==> config.mk <==
export PLATFORM = sky130hd
export DESIGN_NAME = ff_mode_reg
export DESIGN_NICKNAME = d
export VERILOG_FILES = /design/src/rtl/ff_mode_pkg.sv /design/src/rtl/ff_mode_cell.sv /design/src/rtl/ff_mode_reg.sv
export SDC_FILE = /design/constraint.sdc
export NUM_CORES = 1
export LEC_CHECK = 0
export ABC_CLOCK_PERIOD_IN_PS = 1400
export BUFFER_PORTS_ARGS = -buffer_cell sky130_fd_sc_hd__buf_2
export CORE_ASPECT_RATIO = 1.1
export CORE_MARGIN = 2
export CORE_UTILIZATION = 49
export CTS_BUF_LIST = sky130_fd_sc_hd__clkbuf_4 sky130_fd_sc_hd__clkbuf_8
export DETAILED_ROUTE_END_ITERATION = 12
export GPL_ROUTABILITY_DRIVEN = 0
export PLACE_DENSITY_LB_ADDON = 0.2
export SYNTH_ARGS = -nofsm -noshare
export SYNTH_HDL_FRONTEND = slang
export SYNTH_SLANG_ARGS = --single-unit
==> constraint.sdc <==
create_clock -name CLK -period 1.4 [get_ports CLK]
set_input_delay 0.28 -clock CLK [delete_from_list [all_inputs] [get_ports CLK]]
set_output_delay 0.28 -clock CLK [all_outputs]
set_load 0.1 [all_outputs]
==> src/rtl/ff_mode_pkg.sv <==
// Shared operation encodings for the mode-select register.
// Used by ff_mode_reg and its bench.
package ff_mode_pkg;

   localparam int unsigned MODE_W = 3;

   localparam logic [MODE_W-1:0] MODE_HOLD   = 3'b000;
   localparam logic [MODE_W-1:0] MODE_LOAD   = 3'b001;
   localparam logic [MODE_W-1:0] MODE_TOGGLE = 3'b010;
   localparam logic [MODE_W-1:0] MODE_SET    = 3'b011;
   localparam logic [MODE_W-1:0] MODE_CLR    = 3'b100;
   localparam logic [MODE_W-1:0] MODE_SHL    = 3'b101;
   localparam logic [MODE_W-1:0] MODE_SHR    = 3'b110;
   localparam logic [MODE_W-1:0] MODE_ROL    = 3'b111;

endpackage

==> src/rtl/ff_mode_cell.sv <==
// One storage bit with asynchronous active-high reset to a per-bit reset value.
module ff_mode_cell #(
   parameter logic RST_VAL = 1'b0
) (
   input  logic clk,
   input  logic rst,
   input  logic d,
   output logic q
);

   always_ff @(posedge clk or posedge rst) begin
      if (rst) q <= RST_VAL;
      else     q <= d;
   end

endmodule

==> src/rtl/ff_mode_reg.sv <==
// WIDTH-bit register with per-cycle hold/load/toggle/set/clear/shift/rotate select.
// Optional CHG output (Q changed on the last edge) when FF_MODE_REG_CHG_EN is defined.
module ff_mode_reg
   import ff_mode_pkg::*;
#(
   parameter int unsigned        WIDTH   = 8,
   parameter logic [WIDTH-1:0]   RST_VAL = '0
) (
   input  logic              CLK,
   input  logic              RST,
   input  logic              EN,
   input  logic [MODE_W-1:0] MODE,
   input  logic [WIDTH-1:0]  D,
   input  logic              SIN,
   output logic [WIDTH-1:0]  Q,
   output logic [WIDTH-1:0]  QN,
   output logic              SOUT
`ifdef FF_MODE_REG_CHG_EN
   ,
   output logic              CHG
`endif
);

   logic [WIDTH-1:0] q_next;
   logic             sout_next;

   // Next state; an unknown MODE falls into the default arm and holds.
   always_comb begin
      q_next    = Q;
      sout_next = SOUT;
      if (EN) begin
         case (MODE)
            MODE_HOLD:   q_next = Q;
            MODE_LOAD:   q_next = D;
            MODE_TOGGLE: q_next = Q ^ D;
            MODE_SET:    q_next = Q | D;
            MODE_CLR:    q_next = Q & ~D;
            MODE_SHL: begin
               q_next    = {Q[WIDTH-2:0], SIN};
               sout_next = Q[WIDTH-1];
            end
            MODE_SHR: begin
               q_next    = {SIN, Q[WIDTH-1:1]};
               sout_next = Q[0];
            end
            MODE_ROL: begin
               q_next    = {Q[WIDTH-2:0], Q[WIDTH-1]};
               sout_next = Q[WIDTH-1];
            end
            default: begin
               q_next    = Q;
               sout_next = SOUT;
            end
         endcase
      end
   end

   for (genvar i = 0; i < WIDTH; i++) begin : g_bit
      ff_mode_cell #(
         .RST_VAL (RST_VAL[i])
      ) u_cell (
         .clk (CLK),
         .rst (RST),
         .d   (q_next[i]),
         .q   (Q[i])
      );
   end

   assign QN = ~Q;

   always_ff @(posedge CLK or posedge RST) begin
      if (RST) SOUT <= 1'b0;
      else     SOUT <= sout_next;
   end

`ifdef FF_MODE_REG_CHG_EN
   // Flags an edge that actually changed Q; reset never raises it.
   always_ff @(posedge CLK or posedge RST) begin
      if (RST) CHG <= 1'b0;
      else     CHG <= (q_next != Q);
   end
`endif

endmodule

### Word level (Yosys, flattened, before mapping)

Index checks and enable logic that the tools add are counted.

| cells by class | value |
|---|---|
| reductions and logical operators | 5 |
| bitwise operators | 6 |
| mux-type cells | 2 |
| eq/ne operators | 7 |

Operators by type and width:

| kind | number |
|---|---|
| $pmux W8 S7 | 1 |
| $not A8 Y8 | 2 |
| $eq A3 B3 Y1 const B | 4 |
| $and A8 B8 Y8 | 1 |
| $or A8 B8 Y8 | 1 |
| $xor A8 B8 Y8 | 1 |
| $eq A3 B2 Y1 const B | 2 |
| $reduce_and A2 Y1 | 2 |
| $eq A3 B1 Y1 const B | 1 |
| $logic_not A3 Y1 | 1 |
| $pmux W1 S2 | 1 |
| $reduce_bool A2 Y1 | 1 |
| $reduce_or A2 Y1 | 1 |
| $not A1 Y1 | 1 |

| word-level totals | value |
|---|---|
| register bits | 9 |
| logic and storage cells | 29 |
| bits of input ports | 15 |

### Longest topological paths before layout

Gate-level depths: netlist (run 1).

| logic depth | value |
|---|---|
| depth in word-level cells | 4 |
| depth in mapped cells | 6 |
| depth with buffers taken out | 6 |

### Cells and area by module

Synthesis (run 1) repeated with hierarchy kept, for this count alone.

| second synthesis, totals | value |
|---|---|
| cell total of the unflattened synthesis | 144 |
| area, all modules | 1188.6 um^2 |

By module, submodules not included:

| module | area an instance (um^2) | cells an instance | instances |
|---|---|---|---|
| ff_mode_reg | 958.4 | 128 | 1 |
| ff_mode_cell | 28.8 | 2 | 8 |

### Worst setup path after synthesis (run 1)

Ideal clock, no wire load.

| path | value |
|---|---|
| path kind | flip-flop to flip-flop |
| start | reg g_bit[2].u_cell.q |
| end | reg g_bit[2].u_cell.q |
| cell stages (with the launch flop) | 7 |
| setup slack | -563 ps |
| path buffers | 0 |
| arrival time | 1837 ps |
| cell sequence | dfrtp_1 -> inv_1 -> ha_1 -> nand2b_1 -> a21oi_1 -> o32ai_2 -> o21ai_1 |

| between the ends | value |
|---|---|
| word-level cells in the longest chain between the ends | 2 |

Ends and longest elaborated chain:

| item | RTL line | text |
|---|---|---|
| start, declared | ff_mode_cell.sv:8 | `output logic q` |
| start signal, assigned | ff_mode_cell.sv:12 | `if (rst) q <= RST_VAL;` |
| start signal, assigned | ff_mode_cell.sv:13 | `else q <= d;` |
| $and A8 B8 Y8 (tied with other cells) | ff_mode_reg.sv:37 | `MODE_CLR: q_next = Q & ~D;` |
| $pmux W8 S7 (*) | ff_mode_reg.sv:32 | `case (MODE)` |

Mark *: on every way between the ends. The rest lies on a longest branch, timed or not.
A chain may end at the register's enable or synchronous reset.

### Worst setup path after layout (run 1)

| path | value |
|---|---|
| start | reg g_bit[0].u_cell.q |
| end | out Q[0] |

RTL lines:

| item | RTL line | text |
|---|---|---|
| start, declared | ff_mode_cell.sv:8 |  |
| start signal, assigned | ff_mode_cell.sv:12 |  |
| start signal, assigned | ff_mode_cell.sv:13 |  |
| end, declared | ff_mode_reg.sv:15 | `output logic [WIDTH-1:0] Q,` |

No word-level cell between the ends.

==> metrics.md, run 1 <==
| Metric | Value |
|---|---|
| Status | finished, violations left |
| Failing checks | hold timing, setup timing |
| Sequential share of the synthesized area | a little under a fifth |
| Post-route clock period utilization | 100.3% |
| Worst Path Max Fanout | 3 |
| Die area | 2913 µm² |
| IO Pins | 32 |
| PnR worst setup slack | -0.004839 ns |
| Yosys Warn Count | 0 |
| Synth top cells by count | 20 x nand2b_1, 18 x inv_1, 16 x a21oi_1, 16 x ha_1, 11 x nand2_1 |
| Worst-Margin Slew | 0.4817 ns |
| Port buffer count | 31 |
| Core Footprint | 2425 µm² |
| Synth Flop Type | dfrtp_1 |
| CP Buf/Inv Count | 3 |
| Final Max Slew Viols | 0 |
| Via density | around 5.4 |
| CP arrival | roughly 1.1 ns |
| Std cell rows | 19 |
| CP max-delay cell | dfrtp_1 |
| Gr ovfl total | 0 |
| Final ANT Viol Nets | 0 |
| Final HPWL DP | around 2600 µm |
| Skew-Pair Late Insertion Delay | 0.27 ns |
| Fmax | 711.8 MHz |
| Post-DP Area | 1888 µm² |
| Max Cap Viol | 0 |
| Clock Skews | 0.0004702 ns |
| Proportion of layout cells with a drive suffix above 1 | 54.31% |
| Critical Path RT | 1.12 ns |
| Number of buffers created by CTS | 3 |
| Clock Tree Root | clkbuf_4 |
| Routed wl met2 | 1778 µm |
| RSZ-0062 raised after global routing | true |
| Area of the multi-input gates | 939.7 µm² |
| CP peak stage delay | 0.42 ns |
| FILL cells | 139 |
| Pre-antenna DRT Iters | 4 |
| Crit-path cells | buf_4 > buf_4 > buf_12 |
| Fin nets | 229 |
| WHS | -0.008599 ns |
| Via count | 1231 |
| Synth unique cells | 31 |
| DRC | 0 |
| Area grow syn2layout | 64.62% |
| Startpoint types | flip-flop |
| Clk buf depth | 2 |
| Die X | 51.65 µm |
| Largest net degree at the start of global routing | 17 |
| Fin. Hold Viols | 9 |
| CP top delay family | buffers and inverters |
| Die height | about 56 µm |
| Internal cell power | 1157 µW |
| Mapped Avg Cell Area | 8.213 µm² |
| Clock Sinks | 9 |
| Peak supply drop | 0.001004 V |
| Initial antenna violation count | 0 |
| Largest area contributor in the netlist | dfrtp_1 |
| Global Route Usage Sum | between 20% and 30% |
| Cells after Synth | about 150 |
| WL met3 | 151 µm |
| CP most frequent cell | buf_4 |
| HP Class | input pin to async pin |
| Synth Cell Area | 1224 µm² |
| Area fraction of the dominant cell type after synthesis | 18.40% |
| Main combinational cell family by area after synthesis | compound AO/OA/AOI/OAI gates |
| Syn_nets | 180 |
| P per Cell Area | 1189 nW/µm² |
| Critical Path End Type | output port |
| #FFs+latches synth | 9 |
| Mux cell area share after synthesis | 0.8180% |
| P_sw | about 1200 µW |
| Synth area leaders | dfrtp_1 18%, ha_1 16%, nand2b_1 10% |
| Switching part of the total | roughly 52% |
| Post-synth EDFFs | 0 |
| Post-synthesis compound-gate area fraction | around 27% |
| Initial Util | 50.46% |
| Fraction of the mapped netlist area in simple logic gates | 20.25% |
| First-pass GRT wire length | 5430 µm |
| Static Leak | 0.0008690 µW |
| Max Used Layer | met4 |
| Async SR Flop Fraction | 100.0% |
| Clk slew on worst S/H paths | about 0.070 ns |
| Adder-Cell Fraction of Synth Area | 16.36% |
| CTS tree | done |
| Vias in the first global route | 1290 |
| Post-layout min period | 1.405 ns |
| Met1 Wirelength | around 1300 µm |
| Power, Total | 2395 µW |
| Clock power frac | a little under 10% |
| Routed len/inst | 14.53 µm |
| Most common cell in the netlist | nand2b_1 |
| Proportion of power drawn by combinational gates | 74.5% |
| Seq. cell area | around 230 µm² |
| Synth Area in XOR/XNOR | 0% |
| Final Instance Area | 2014 µm² |
| Worst slew margin | 68.11% |
| Sequential share of power | 15.6% |
| Iteration-0 DRC Markers | 16 |
| CP Class | flip-flop to output port |
| Count of final setup violators | 2 |
| N_diodes | 0 |
| # H-tree levels | 1 |
| Total Wirelength | 3312 µm |
[per-layer routing]
layer  vias up  GRT usage, %
met5         -             0
met4         0         9.774
met3         8         3.989
met2        37         43.96
met1       591         27.48
li1        595             -
[metrics by stage]
| stage | util (%) | setup WS [ns] | TNS [ns] | std cells | hold WS, ns |
|---|---|---|---|---|---|
| 2_1_floorplan | - | -0.4788 | -3.196 | 149 | 0.1076 |
| 5_1_grt | 83.08 | -0.08114 | -0.2626 | 228 | 0.02045 |
| 6_report | 83.08 | -0.004839 | -0.008192 | 228 | -0.008599 |
| 3_5_place_dp | 77.86 | -0.02255 | -0.02255 | 218 | 0.2922 |
| 3_3_place_gp | 77.86 | 0.02848 | 0 | 218 | 0.2742 |
| 4_1_cts | 80.55 | -0.006785 | -0.006785 | 225 | 0.004397 |
[cells by family (layout without fill, tap and decap cells)]
kind of cell / Yosys count / count (layout)
multiplexers: 1 / 1
AND/OR/NAND/NOR: 43 / 43
adder cells (fa/ha/maj): 16 / 16
flip-flops: 9 / 9
buffers and inverters: 36 / 84
AO/OA/AOI/OAI: 44 / 44
[final cells by class]
cell class	count	share of cell area (%)
inverters	18	4.845
clock buffers	4	1.491
repair buffers	62	33.54
flip-flops and latches	9	11.55
well taps	31	1.925
multi-input cells	104	46.65
[layout by cell type (no fill, tap or decap), types with 2 or more instances in the layout]
cell type   synthesis  final
ha_4                0      8
nand3b_1            2      2
clkinvlp_4          0      8
clkbuf_4            0      4
nand2_1            11     11
inv_1              18      9
buf_2               3     15
dfrtp_1             9      3
a21oi_1            16      9
and2_1              2      2
a22o_1              5      5
buf_12              0     18
buf_4               9     23
o32ai_2             5      5
dfrtp_2             0      6
nand2b_1           20     19
ha_1               16      8
o21ai_1            10     10
a21oi_2             0      6
nor2_1              2      2
buf_6               5      6
[state kept, by name (all words and copies together), names as in the netlist]
signal and cells:
g_bit.u_cell.q 8, SOUT 1
[timing repair]
item | CTS | global route
gates cloned | 0 | 0
resized for setup | 4 | 8
hold buffers | 0 | 0
setup buffers | 4 | 3
pin swaps | 0 | 5
endpoints found under the setup margin | 7 | 11
[worst paths after layout]
| path | cells after the start | slack, ns | endpoint | from |
|---|---|---|---|---|
| max | 3 | -0.005 | Q[0] | g_bit[0].u_cell.q$_DFFE_PP0P_ |
| min | 2 | -0.009 | g_bit[5].u_cell.q$_DFFE_PP0P_ | RST |
| max reg2reg | 6 | 0.03 | g_bit[1].u_cell.q$_DFFE_PP0P_ | g_bit[1].u_cell.q$_DFFE_PP0P_ |
| min reg2reg | 2 | 0.52 | SOUT$_DFFE_PP0P_ | SOUT$_DFFE_PP0P_ |
| max in group asynchronous | 2 | 1.11 | g_bit[3].u_cell.q$_DFFE_PP0P_ | RST |
| min in group CLK | 3 | 0.31 | g_bit[5].u_cell.q$_DFFE_PP0P_ | D[5] |
[power groups by stage]
stage	Clock, µW	Sequential (µW)	Combinational, µW
after floorplan	0	430	1050
after global placement	0	380	1640
after detailed placement	0	386	1690
after CTS	236	372	1730
after global routing	247	378	1870
final	237	373	1790
Power figures use the tool's default switching activity.
==> run 2: changes to the inputs <==
--- a/config.mk
+++ b/config.mk
@@ -9,11 +9,11 @@
 export BUFFER_PORTS_ARGS = -buffer_cell sky130_fd_sc_hd__buf_2
 export CORE_ASPECT_RATIO = 1.1
 export CORE_MARGIN = 2
-export CORE_UTILIZATION = 49
-export CTS_BUF_LIST = sky130_fd_sc_hd__clkbuf_4 sky130_fd_sc_hd__clkbuf_8
+export CORE_UTILIZATION = 48
 export DETAILED_ROUTE_END_ITERATION = 12
 export GPL_ROUTABILITY_DRIVEN = 0
 export PLACE_DENSITY_LB_ADDON = 0.2
 export SYNTH_ARGS = -nofsm -noshare
 export SYNTH_HDL_FRONTEND = slang
 export SYNTH_SLANG_ARGS = --single-unit
+export TNS_END_PERCENT = 1
==> metrics.md, run 2 (synthesis gave the netlist of run 1 again) <==
| Metric | Value |
|---|---|
| Status | finished, violations left |
| Failing checks | setup timing |
| DRC | 0 (unchanged) |
| CP peak stage delay | 0.42 ns (about the same) |
| # H-tree levels | 1 (unchanged) |
| Worst Path Max Fanout | 3 (unchanged) |
| Gr ovfl total | 0 (unchanged) |
| Die X | 52.14 µm (+0.96%) |
| Area grow syn2layout | 54.09% |
| Startpoint types | flip-flop |
| Routed len/inst | 14.47 µm (-0.37%) |
| Fin. Hold Viols | 0 (-9) |
| Max Cap Viol | 0 (unchanged) |
| RSZ-0062 raised after global routing | true |
| Initial Util | 49.49% (-0.97 points) |
| Number of buffers created by CTS | 3 (unchanged) |
| Commonest non-fill, non-tap cell in the layout | buf_4 |
| Layout Cells excl Fill | 224 (-1.8%) |
| Fin nets | 225 (-1.7%) |
| First-pass GRT wire length | 5313 µm (-2.2%) |
| Clk slew on worst S/H paths | 0.07 ns (about the same) |
| CP Buf/Inv Count | 1 (-2) |
| Final Max Slew Viols | 0 (unchanged) |
| Place WS | -0.008108 ns (+0.01444 ns) |
| CTS tree | done |
| WHS | 0.3081 ns (+0.3167 ns) |
| Skew-Pair Late Insertion Delay | 0.27 ns (about the same) |
| FILL cells | 181 (+30%) |
| Critical Path RT | 1.56 ns (+0.44 ns) |
| CP max-delay cell | dfrtp_1 |
| Final ANT Viol Nets | 0 (unchanged) |
| Largest reg by FF count | g_bit.u_cell.q |
| Clock Tree Root | clkbuf_4 |
| CP Class | flip-flop to flip-flop |
| Pre-antenna DRT Iters | 4 (unchanged) |
| Via density | 5.478 (+1.5%) |
| Max FFs per register | 8 (unchanged) |
| HP Class | input pin to flip-flop |
| Largest net degree at the start of global routing | 20 (+3) |
| Static Leak | 0.0008320 µW (-4.3%) |
| Clock Skews | 0.002872 ns (+0.002401 ns) |
| Post-route clock period utilization | 101.5% (+1.1 points) |
| Fmax | 703.9 MHz (-1.1%) |
| CP top delay family | compound AO/OA/AOI/OAI gates |
| Die area | 2970 µm² (+1.9%) |
| IO Pins | 32 (unchanged) |
| Iteration-0 DRC Markers | 19 (+3) |
| Peak supply drop | 0.0007630 V (-24%) |
| Core Footprint | 2472 µm² (+2.0%) |
| Die height | 56.96 µm (+0.97%) |
| Cells after DPL | 216 (-0.92%) |
| Clock Sinks | 9 (unchanged) |
| Std cell rows | 19 (unchanged) |
| Global Route Usage Sum | 23.21% (-1.1 points) |
| P per Cell Area | 1200 nW/µm² (+0.94%) |
| Worst-Margin Slew | 0.4939 ns (+0.01214 ns) |
| Worst slew margin | 67.30% (-0.80 points) |
| Commonest cells after routing, fill and taps aside | 22 x buf_4, 20 x nand2b_1, 16 x buf_12 |
| Regs by FF count | g_bit.u_cell.q (8), SOUT (1) |
| Critical Path End Type | flip-flop |
| CP arrival | 1.58 ns (+0.46 ns) |
| Count of final setup violators | 2 (unchanged) |
| Port buffer count | 31 (unchanged) |
| Proportion of layout cells with a drive suffix above 1 | 45.08% (-9.2 points) |
| PnR worst setup slack | -0.02061 ns (-0.01578 ns) |
| Post-layout min period | 1.421 ns (+0.01578 ns) |
| Total Wirelength | 3242 µm (-2.1%) |
| N_diodes | 0 (unchanged) |
| Crit-path cells | clkinvlp_4 > ha_4 > nand2b_1 > a21oi_2 > o32ai_2 > o21ai_1 |
| Vias in the first global route | 1288 (-0.16%) |
| Clk buf depth | 2 (unchanged) |
| Via count | 1227 (-0.32%) |
| Final HPWL DP | 2479 µm (-6.0%) |
| Initial antenna violation count | 0 (unchanged) |
## run 2: changes by cell type in the layout (fill, tap and decap cells not counted), moves of 2 or more
cell | before | now
dfrtp_1 | 3 | 9
dfrtp_2 | 6 | 0
buf_12 | 18 | 16
buf_6 | 6 | 4
ha_4 | 8 | 6
a21oi_1 | 9 | 11
ha_1 | 8 | 10
## run 2: worst reg2reg max path, stage by stage (launching register included)
cell and delay, ns:
dfrtp_1 0.42, clkinvlp_4 0.15, ha_4 0.22, nand2b_1 0.09, a21oi_2 0.07, o32ai_2 0.26, o21ai_1 0.09
## run 2: power breakdown
group	switching, µW	total [µW]	internal (µW)
clock	107	217	110
combinational	1040	1690	647
sequential	50.7	357	306
## run 2: through the flow
stage	TNS (ns)	power, µW	utilization, %	area [µm²]
6_report	-0.03445	2263	76.27	1886
2_1_floorplan	-3.713	1448	-	1329
3_5_place_dp	-0.008108	1998	72.52	1793
4_1_cts	-0.03779	2236	74.60	1844
5_1_grt	-0.3731	2371	76.27	1886
3_3_place_gp	0	1957	72.52	1793
## run 2: path summary, 6_finish.rpt
| path | from | to | slack [ns] | cells past startpoint |
|---|---|---|---|---|
| setup / recovery | g_bit[7].u_cell.q$_DFFE_PP0P_ | g_bit[7].u_cell.q$_DFFE_PP0P_ | -0.02 | 6 |
| min in group asynchronous | RST | g_bit[7].u_cell.q$_DFFE_PP0P_ | 0.54 | 3 |
| hold / removal | D[5] | g_bit[5].u_cell.q$_DFFE_PP0P_ | 0.31 | 3 |
| max in group asynchronous | RST | g_bit[2].u_cell.q$_DFFE_PP0P_ | 0.57 | 3 |
| hold reg to reg | SOUT$_DFFE_PP0P_ | SOUT$_DFFE_PP0P_ | 0.52 | 2 |
| setup reg to reg | g_bit[7].u_cell.q$_DFFE_PP0P_ | g_bit[7].u_cell.q$_DFFE_PP0P_ | -0.02 | 6 |
## run 2: what timing repair did
| item | 4_1_cts | 5_1_grt |
|---|---|---|
| pin swaps | 0 | 6 |
| resized for setup | 2 | 7 |
| setup endpoints to repair | 5 | 11 |
| endpoints found under the hold margin | 4 | 0 |
| buffers inserted | 1 | 2 |
| hold buffers | 1 | 0 |
| cloned | 0 | 0 |
## run 2: final cells by class
type                       count  area (µm²)  share of cell area [%]
multi-input combinational    104       882.1                   46.78
clock buffer                   4       26.28                   1.393
sequential                     9       225.2                   11.94
inverter                      18       97.59                   5.176
timing repair buffer          58       615.6                   32.65
tap                           31       38.79                   2.057
## run 2: layer usage
layer	share of wire, %	global-route usage, %	vias to the layer above
met3	4.4	4.188	3
met2	53	42.68	29
met1	42	26.48	607
li1	-	-	588
met4	0.68	7.692	0
met5	0	0	-
